**config.mk**
```make
export PLATFORM = sky130hd
export DESIGN_NAME = skey_fetch_flat
export DESIGN_NICKNAME = d
export VERILOG_FILES = /design/src/rtl/skey_fetch_if.sv /design/src/rtl/skey_fetch.sv /design/src/flat_wrapper.sv
export SDC_FILE = /design/constraint.sdc
export NUM_CORES = 1
export LEC_CHECK = 0
export CAP_MARGIN = 40
export CORE_ASPECT_RATIO = 0.5
export CORE_MARGIN = 8
export CORE_UTILIZATION = 45
export CTS_BUF_LIST = sky130_fd_sc_hd__clkbuf_4
export CTS_CLUSTER_DIAMETER = 150
export CTS_CLUSTER_SIZE = 10
export DETAILED_ROUTE_END_ITERATION = 7
export GPL_TIMING_DRIVEN = 0
export PLACE_DENSITY = 0.81
export SYNTH_ARGS = -nofsm -noshare
export SYNTH_HDL_FRONTEND = slang
export SYNTH_SLANG_ARGS = --single-unit
```
**constraint.sdc**
```tcl
create_clock -name mclk -period 2.3 [get_ports mclk]
set_input_delay 0.46 -clock mclk [delete_from_list [all_inputs] [get_ports mclk]]
set_output_delay 0.46 -clock mclk [all_outputs]
set_load 0.005 [all_outputs]
```
**src/rtl/skey_fetch_if.sv**
```systemverilog
// Key fetch bus: start/abort control, status, keyrom read port and key stream.
interface skey_fetch_if #(
  parameter int ADDR_MSB = 4
);
  logic              start;
  logic              abort;
  logic              busy;
  logic              done;
  logic [ADDR_MSB:0] key_addr;
  logic              key_cen;
  logic [15:0]       key_dout;
  logic [15:0]       key_data;
  logic              key_valid;
  logic              key_ready;
  logic              key_last;

  // Fetch engine side: drives the ROM port, the key stream and status.
  modport master (
    input  start, abort, key_dout, key_ready,
    output busy, done, key_addr, key_cen, key_data, key_valid, key_last
  );

  // Environment side: controller, keyrom and key consumer.
  modport slave (
    output start, abort, key_dout, key_ready,
    input  busy, done, key_addr, key_cen, key_data, key_valid, key_last
  );
endinterface

```
**src/rtl/skey_fetch.sv**
```systemverilog
// Secret-key ROM reader: reads KEY_WORDS words in ascending order, one ROM
// access per word, and streams them over a valid/ready handshake. Every
// output is a decode of state/idx or of a register, so no input reaches an
// output combinationally.
//
//   state  | meaning
//   -------+---------------------------------------------------------
//   IDLE   | waiting for start; outputs quiet
//   READ   | key_cen low for one cycle, key_addr = idx
//   CAPT   | ROM data valid; capture into data_q
//   SEND   | key_valid high, key_data held until key_ready
//   DONE   | one-cycle done pulse, idx cleared
module skey_fetch #(
  parameter int ADDR_MSB = 4,
  parameter int MEM_SIZE = 20
) (
  input  logic         mclk,
  input  logic         puc_rst,
  skey_fetch_if.master bus
);

  localparam int                KEY_WORDS = MEM_SIZE / 2;
  localparam int                IDX_W     = ADDR_MSB + 1;
  localparam logic [ADDR_MSB:0] LAST_IDX  = IDX_W'(KEY_WORDS - 1);
  localparam logic [ADDR_MSB:0] IDX_ONE   = IDX_W'(1);

  typedef enum logic [2:0] {
    S_IDLE = 3'd0,
    S_READ = 3'd1,
    S_CAPT = 3'd2,
    S_SEND = 3'd3,
    S_DONE = 3'd4
  } state_t;

  state_t            state;
  state_t            state_nxt;
  logic [ADDR_MSB:0] idx;
  logic [15:0]       data_q;
  logic              xfer;

  // A word is handed over when SEND sees key_ready; key_valid is exactly SEND.
  assign xfer = (state == S_SEND) && bus.key_ready;

  // State register.
  always_ff @(posedge mclk or posedge puc_rst) begin
    if (puc_rst) state <= S_IDLE;
    else         state <= state_nxt;
  end

  // Next-state decode; abort overrides every transition.
  always_comb begin
    state_nxt = state;
    if (bus.abort) begin
      state_nxt = S_IDLE;
    end else begin
      case (state)
        S_IDLE: if (bus.start) state_nxt = S_READ;
        S_READ: state_nxt = S_CAPT;
        S_CAPT: state_nxt = S_SEND;
        S_SEND: if (xfer) state_nxt = (idx == LAST_IDX) ? S_DONE : S_READ;
        S_DONE: state_nxt = S_IDLE;
        default: state_nxt = S_IDLE;
      endcase
    end
  end

  // Word index and captured key word; both cleared on abort so a new run
  // always begins at address 0 with no stale key material held.
  always_ff @(posedge mclk or posedge puc_rst) begin
    if (puc_rst) begin
      idx    <= '0;
      data_q <= '0;
    end else if (bus.abort) begin
      idx    <= '0;
      data_q <= '0;
    end else begin
      case (state)
        S_IDLE: if (bus.start) idx <= '0;
        S_CAPT: data_q <= bus.key_dout;
        S_SEND: begin
          if (xfer) begin
            data_q <= '0;
            if (idx != LAST_IDX) idx <= idx + IDX_ONE;
          end
        end
        S_DONE: idx <= '0;
        default: ;
      endcase
    end
  end

  // Output decode; key_data is gated so key material is visible only in SEND.
  always_comb begin
    bus.busy      = 1'b0;
    bus.done      = 1'b0;
    bus.key_cen   = 1'b1;
    bus.key_valid = 1'b0;
    bus.key_data  = '0;
    bus.key_last  = 1'b0;
    bus.key_addr  = idx;
    case (state)
      S_READ: begin
        bus.busy    = 1'b1;
        bus.key_cen = 1'b0;
      end
      S_CAPT: bus.busy = 1'b1;
      S_SEND: begin
        bus.busy      = 1'b1;
        bus.key_valid = 1'b1;
        bus.key_data  = data_q;
        bus.key_last  = (idx == LAST_IDX);
      end
      S_DONE: bus.done = 1'b1;
      default: ;
    endcase
  end

endmodule
```
**src/flat_wrapper.sv**
```systemverilog
// flat-port wrapper written by rule: the top's interface ports become plain ports
module skey_fetch_flat 
#(
  parameter int ADDR_MSB = 4,
  parameter int MEM_SIZE = 20
)
  (mclk, puc_rst, bus_start, bus_abort, bus_key_dout, bus_key_ready, bus_busy, bus_done, bus_key_addr, bus_key_cen, bus_key_data, bus_key_valid, bus_key_last);
  skey_fetch_if #(.ADDR_MSB(ADDR_MSB)) bus_i ();
  input  logic mclk;
  input  logic puc_rst;
  input wire logic [$bits(bus_i.start)-1:0] bus_start;
  input wire logic [$bits(bus_i.abort)-1:0] bus_abort;
  input wire logic [$bits(bus_i.key_dout)-1:0] bus_key_dout;
  input wire logic [$bits(bus_i.key_ready)-1:0] bus_key_ready;
  output wire logic [$bits(bus_i.busy)-1:0] bus_busy;
  output wire logic [$bits(bus_i.done)-1:0] bus_done;
  output wire logic [$bits(bus_i.key_addr)-1:0] bus_key_addr;
  output wire logic [$bits(bus_i.key_cen)-1:0] bus_key_cen;
  output wire logic [$bits(bus_i.key_data)-1:0] bus_key_data;
  output wire logic [$bits(bus_i.key_valid)-1:0] bus_key_valid;
  output wire logic [$bits(bus_i.key_last)-1:0] bus_key_last;
  assign bus_i.start = bus_start;
  assign bus_i.abort = bus_abort;
  assign bus_i.key_dout = bus_key_dout;
  assign bus_i.key_ready = bus_key_ready;
  assign bus_busy = bus_i.busy;
  assign bus_done = bus_i.done;
  assign bus_key_addr = bus_i.key_addr;
  assign bus_key_cen = bus_i.key_cen;
  assign bus_key_data = bus_i.key_data;
  assign bus_key_valid = bus_i.key_valid;
  assign bus_key_last = bus_i.key_last;
  skey_fetch #(.ADDR_MSB(ADDR_MSB), .MEM_SIZE(MEM_SIZE)) u_core (.mclk(mclk), .puc_rst(puc_rst), .bus(bus_i));
endmodule
```
==> flow_summary.html <==
<table>
<tr><th>Metric</th><th>Value</th></tr>
<tr><th colspan="2">Timing</th></tr>
<tr><td>Slew of the pin with the lowest slew margin</td><td>0.477 ns</td></tr>
<tr><td>Number of setup violations in the final report</td><td>0</td></tr>
<tr><td>Final Slew Violations</td><td>0</td></tr>
<tr><td>Highest Clock Rate</td><td>472 MHz</td></tr>
<tr><td>Min Clock Period, post-route</td><td>2.12 ns</td></tr>
<tr><td>Hold slack</td><td>0.388 ns</td></tr>
<tr><td>Setup repair after global routing missed its margin</td><td>no</td></tr>
<tr><td>Period utilization</td><td>0.921</td></tr>
<tr><td>Final Hold Violating Endpoints</td><td>0</td></tr>
<tr><td>Worst clock skew on the final layout</td><td>0.00371 ns</td></tr>
<tr><td>Worst slew margin relative to its limit</td><td>0.681</td></tr>
<tr><th colspan="2">Power and ir drop</th></tr>
<tr><td>Pleak</td><td>1.14 nW</td></tr>
<tr><td>Total power per unit cell area</td><td>493 mW/mm2</td></tr>
<tr><td>Maximum vdd drop</td><td>0.364 mV</td></tr>
<tr><th colspan="2">Floorplanning</th></tr>
<tr><td>Full die area</td><td>0.00477 mm2</td></tr>
<tr><td>Number of placed I/O pins</td><td>47</td></tr>
<tr><td>Floorplan Core Area</td><td>0.00260 mm2</td></tr>
<tr><td>Chip Width</td><td>90.0 um</td></tr>
<tr><td>Rows</td><td>13</td></tr>
<tr><td>Starting density of the core</td><td>0.473</td></tr>
<tr><td>Chip Height</td><td>53.0 um</td></tr>
<tr><th colspan="2">Yosys</th></tr>
<tr><td>Post-synthesis cell area</td><td>0.00123 mm2</td></tr>
<tr><td>Synth cell types</td><td>30</td></tr>
<tr><td>Average cell area after synthesis</td><td>11.3 um2</td></tr>
<tr><td>Post-synthesis cell count</td><td>109</td></tr>
<tr><td>Sequential fraction of the synthesis area</td><td>0.488</td></tr>
<tr><td>Synth Net Count</td><td>132</td></tr>
<tr><td>Synth Register Bits</td><td>24</td></tr>
<tr><td>Yosys warns</td><td>0</td></tr>
<tr><th colspan="2">Placement</th></tr>
<tr><td>Placed standard-cell area</td><td>0.00176 mm2</td></tr>
<tr><td>Last weighted congestion value of the routability-driven placer</td><td>0.807</td></tr>
<tr><td>Count of placed standard cells including taps</td><td>192</td></tr>
<tr><td>Detailed-placement wirelength estimate</td><td>2250 um</td></tr>
<tr><td>Number of buffers added on ports</td><td>45</td></tr>
<tr><th colspan="2">Final layout</th></tr>
<tr><td>Most common cell after layout, fill and taps aside</td><td>clkdlybuf4s50_1</td></tr>
<tr><td>Fin nets</td><td>191</td></tr>
<tr><td>Count of antenna diodes in the layout</td><td>0</td></tr>
<tr><td>Total area of multi-input combinational cells</td><td>601 um2</td></tr>
<tr><td>Final cell count without fillers</td><td>204</td></tr>
<tr><td>Register cell area after layout</td><td>602 um2</td></tr>
<tr><td>Post-route cell area</td><td>0.00195 mm2</td></tr>
<tr><td>Count of fill cells added during filler insertion</td><td>160</td></tr>
<tr><td>Share of post-route cells with drive strength above 1</td><td>0.198</td></tr>
<tr><td>Synthesis-to-finish area growth</td><td>58.7%</td></tr>
<tr><td>Most frequent cells in the layout</td><td>clkdlybuf4s50_1 (28), dfrtp_1 (23), a22o_1 (18)</td></tr>
<tr><th colspan="2">GRT</th></tr>
<tr><td>Fraction of met1 tracks used by global routing</td><td>0.141</td></tr>
<tr><td>Via count of the first global-routing pass</td><td>1,049</td></tr>
<tr><td>Maximum number of pins on one net before global-route repair</td><td>21</td></tr>
<tr><td>GRT met3 Usage</td><td>0.0366</td></tr>
<tr><td>Wire length of the first global-routing pass</td><td>5040 um</td></tr>
<tr><td>Final global-route overflow total</td><td>0</td></tr>
<tr><td>Fraction of met2 tracks used by global routing</td><td>0.258</td></tr>
<tr><td>Overall track demand over capacity in global routing</td><td>0.133</td></tr>
<tr><td>Most crowded layer after global routing</td><td>met2</td></tr>
<tr><td>Antenna violations before repair</td><td>0</td></tr>
<tr><th colspan="2">Drt</th></tr>
<tr><td>Vias per inst</td><td>5.01</td></tr>
<tr><td>Number of design rule violations left after detail routing</td><td>0</td></tr>
<tr><td>Avg WL per Cell</td><td>15.7 um</td></tr>
<tr><td>WL final</td><td>3200 um</td></tr>
<tr><td>First drt pass iteration count</td><td>4</td></tr>
<tr><td>DR vias</td><td>1,022</td></tr>
<tr><td>First DRT Iteration DRCs</td><td>34</td></tr>
<tr><td>Post-route antenna net violation count</td><td>0</td></tr>
<tr><th colspan="2">Clock network</th></tr>
<tr><td>Clock-pin transition on the worst setup and hold timing paths</td><td>0.13 ns</td></tr>
<tr><td>Number of H-tree branching levels</td><td>1</td></tr>
<tr><td>Clock Root Buffer</td><td>clkbuf_4</td></tr>
<tr><td>Count of clock tree sinks</td><td>24</td></tr>
<tr><td>Clk_lat worst skew</td><td>0.31 ns</td></tr>
<tr><td>Clock Tree Buf Depth</td><td>2</td></tr>
<tr><td>Number of buffers inserted for hold repair after clock tree synthesis</td><td>0</td></tr>
<tr><td>TritonCTS clock tree</td><td>built</td></tr>
<tr><td>TritonCTS buffer count</td><td>3</td></tr>
<tr><th colspan="2">Hold path</th></tr>
<tr><td>Class of the tightest hold or removal check</td><td>primary input to asynchronous set/reset pin</td></tr>
<tr><th colspan="2">Setup path</th></tr>
<tr><td>Critical path startpoint category</td><td>flop</td></tr>
<tr><td>Crit end category</td><td>output pin</td></tr>
<tr><td>Arrival time of data at the critical path endpoint</td><td>1.66 ns</td></tr>
<tr><td>Startpoint-to-endpoint class of the critical path</td><td>flop to output pin</td></tr>
<tr><td>Critical Path RT</td><td>1.84 ns</td></tr>
<tr><td>Maximum fanout count along the critical path</td><td>6</td></tr>
<tr><th colspan="2">Job</th></tr>
<tr><td>Number of max-cap violations</td><td>0</td></tr>
<tr><th colspan="2">Run status</th></tr>
<tr><td>Outcome</td><td>finished clean</td></tr>
</table>
area by class of cell:
| class | count | area share |
|---|---|---|
| flip-flops and latches | 24 | 0.308 |
| multi-input cells | 75 | 0.307 |
| repair buffers | 54 | 0.299 |
| plain buffers | 6 | 0.0250 |
| well taps | 37 | 0.0237 |
| clock inverters | 1 | 0.0154 |
| clock buffers | 3 | 0.0115 |
| inverters | 4 | 0.0102 |
report_power, final:
part           leakage (nW)  internal (W)  switching (W)
sequential            0.317      0.000453      0.0000164
clock                0.0279      0.000176       0.000126
combinational         0.794      0.000108      0.0000824
state kept, by name (all words and copies together), names as in the netlist:
signal and flops:
u_core.bus.key_addr 5, u_core.data_q 16, u_core.state 3
worst max-delay path: stages, from the launching register on:
cell             delay (ns)
dfrtp_1                0.41
buf_6                  0.14
buf_4                  0.13
nor2_2                 0.17
nor2_1                 0.06
clkdlybuf4s50_1        0.44
per-stage QoR:
step                      worst slack (ns)  utilization  total power [W]  TNS (ns)
after floorplan                      0.645            -         0.000572         0
after global placement             -0.0292        0.664         0.000642    -0.192
after detailed placement           -0.0381        0.675         0.000653    -0.277
after CTS                           0.0130        0.721         0.000959         0
after global routing                0.0838        0.751          0.00101         0
final                                0.181        0.751         0.000963         0
worst paths after layout:
path                            cells after the start        startpoint  slack, ns                     end
worst max-delay path                                5   u_core.state[0]       0.18                bus_busy
max in group asynchronous                           3           puc_rst       1.51         u_core.state[1]
worst min register to register                      1  u_core.data_q[9]       0.51        u_core.data_q[9]
min in group mclk                                   1  u_core.data_q[9]       0.51        u_core.data_q[9]
worst min-delay path                                2           puc_rst       0.39         u_core.state[0]
worst max register to register                      6   u_core.state[0]       0.41  u_core.bus.key_addr[3]
cell families after synthesis:
logic type	count (synthesis)	synth area share
AOI/OAI and AO/OA	30	0.222
adders and majority gates	2	0.0203
buffers and inverters	10	0.0457
DFF	24	0.488
and+or+nand+nor	43	0.225
repair_timing:
item | in CTS | in global routing
endpoints found under the hold margin | 0 | 0
gates resized for setup | 6 | 22
buffers inserted | 5 | 3
setup endpoints to repair | 18 | 17
cell usage after synthesis:
cell,instances,area [um2]
inv_2,2,7.51
a22o_1,18,158
o31ai_1,2,15.0
and2_1,16,100
or2_4,1,8.76
a21o_1,1,7.51
nand2b_1,2,12.5
buf_6,2,22.5
a211oi_1,1,7.51
nand4bb_1,2,22.5
nand3_1,2,10.0
nor3_4,1,16.3
ha_1,2,25.0
o41ai_1,2,17.5
nand2_1,4,15.0
clkbuf_1,1,3.75
or3b_2,1,8.76
nor2_1,6,22.5
nand3b_1,1,7.51
or3_4,1,11.3
o21ai_0,3,15.0
nor4_1,3,18.8
dfrtp_1,24,601
and3_2,1,7.51
a31oi_2,1,12.5
inv_1,2,7.51
nor3_1,1,5.00
buf_2,3,15.0
a211oi_4,2,40.0
nand3_2,1,10.0
per-layer routing:
layer  wire (um)  vias to the layer above  share of wire
met3         134                        4          0.042
met1        1310                      479           0.41
met5           0                        -              0
li1            -                      514              -
met4          43                        0          0.013
met2        1710                       25           0.54
(Power assumes the default switching activity.)
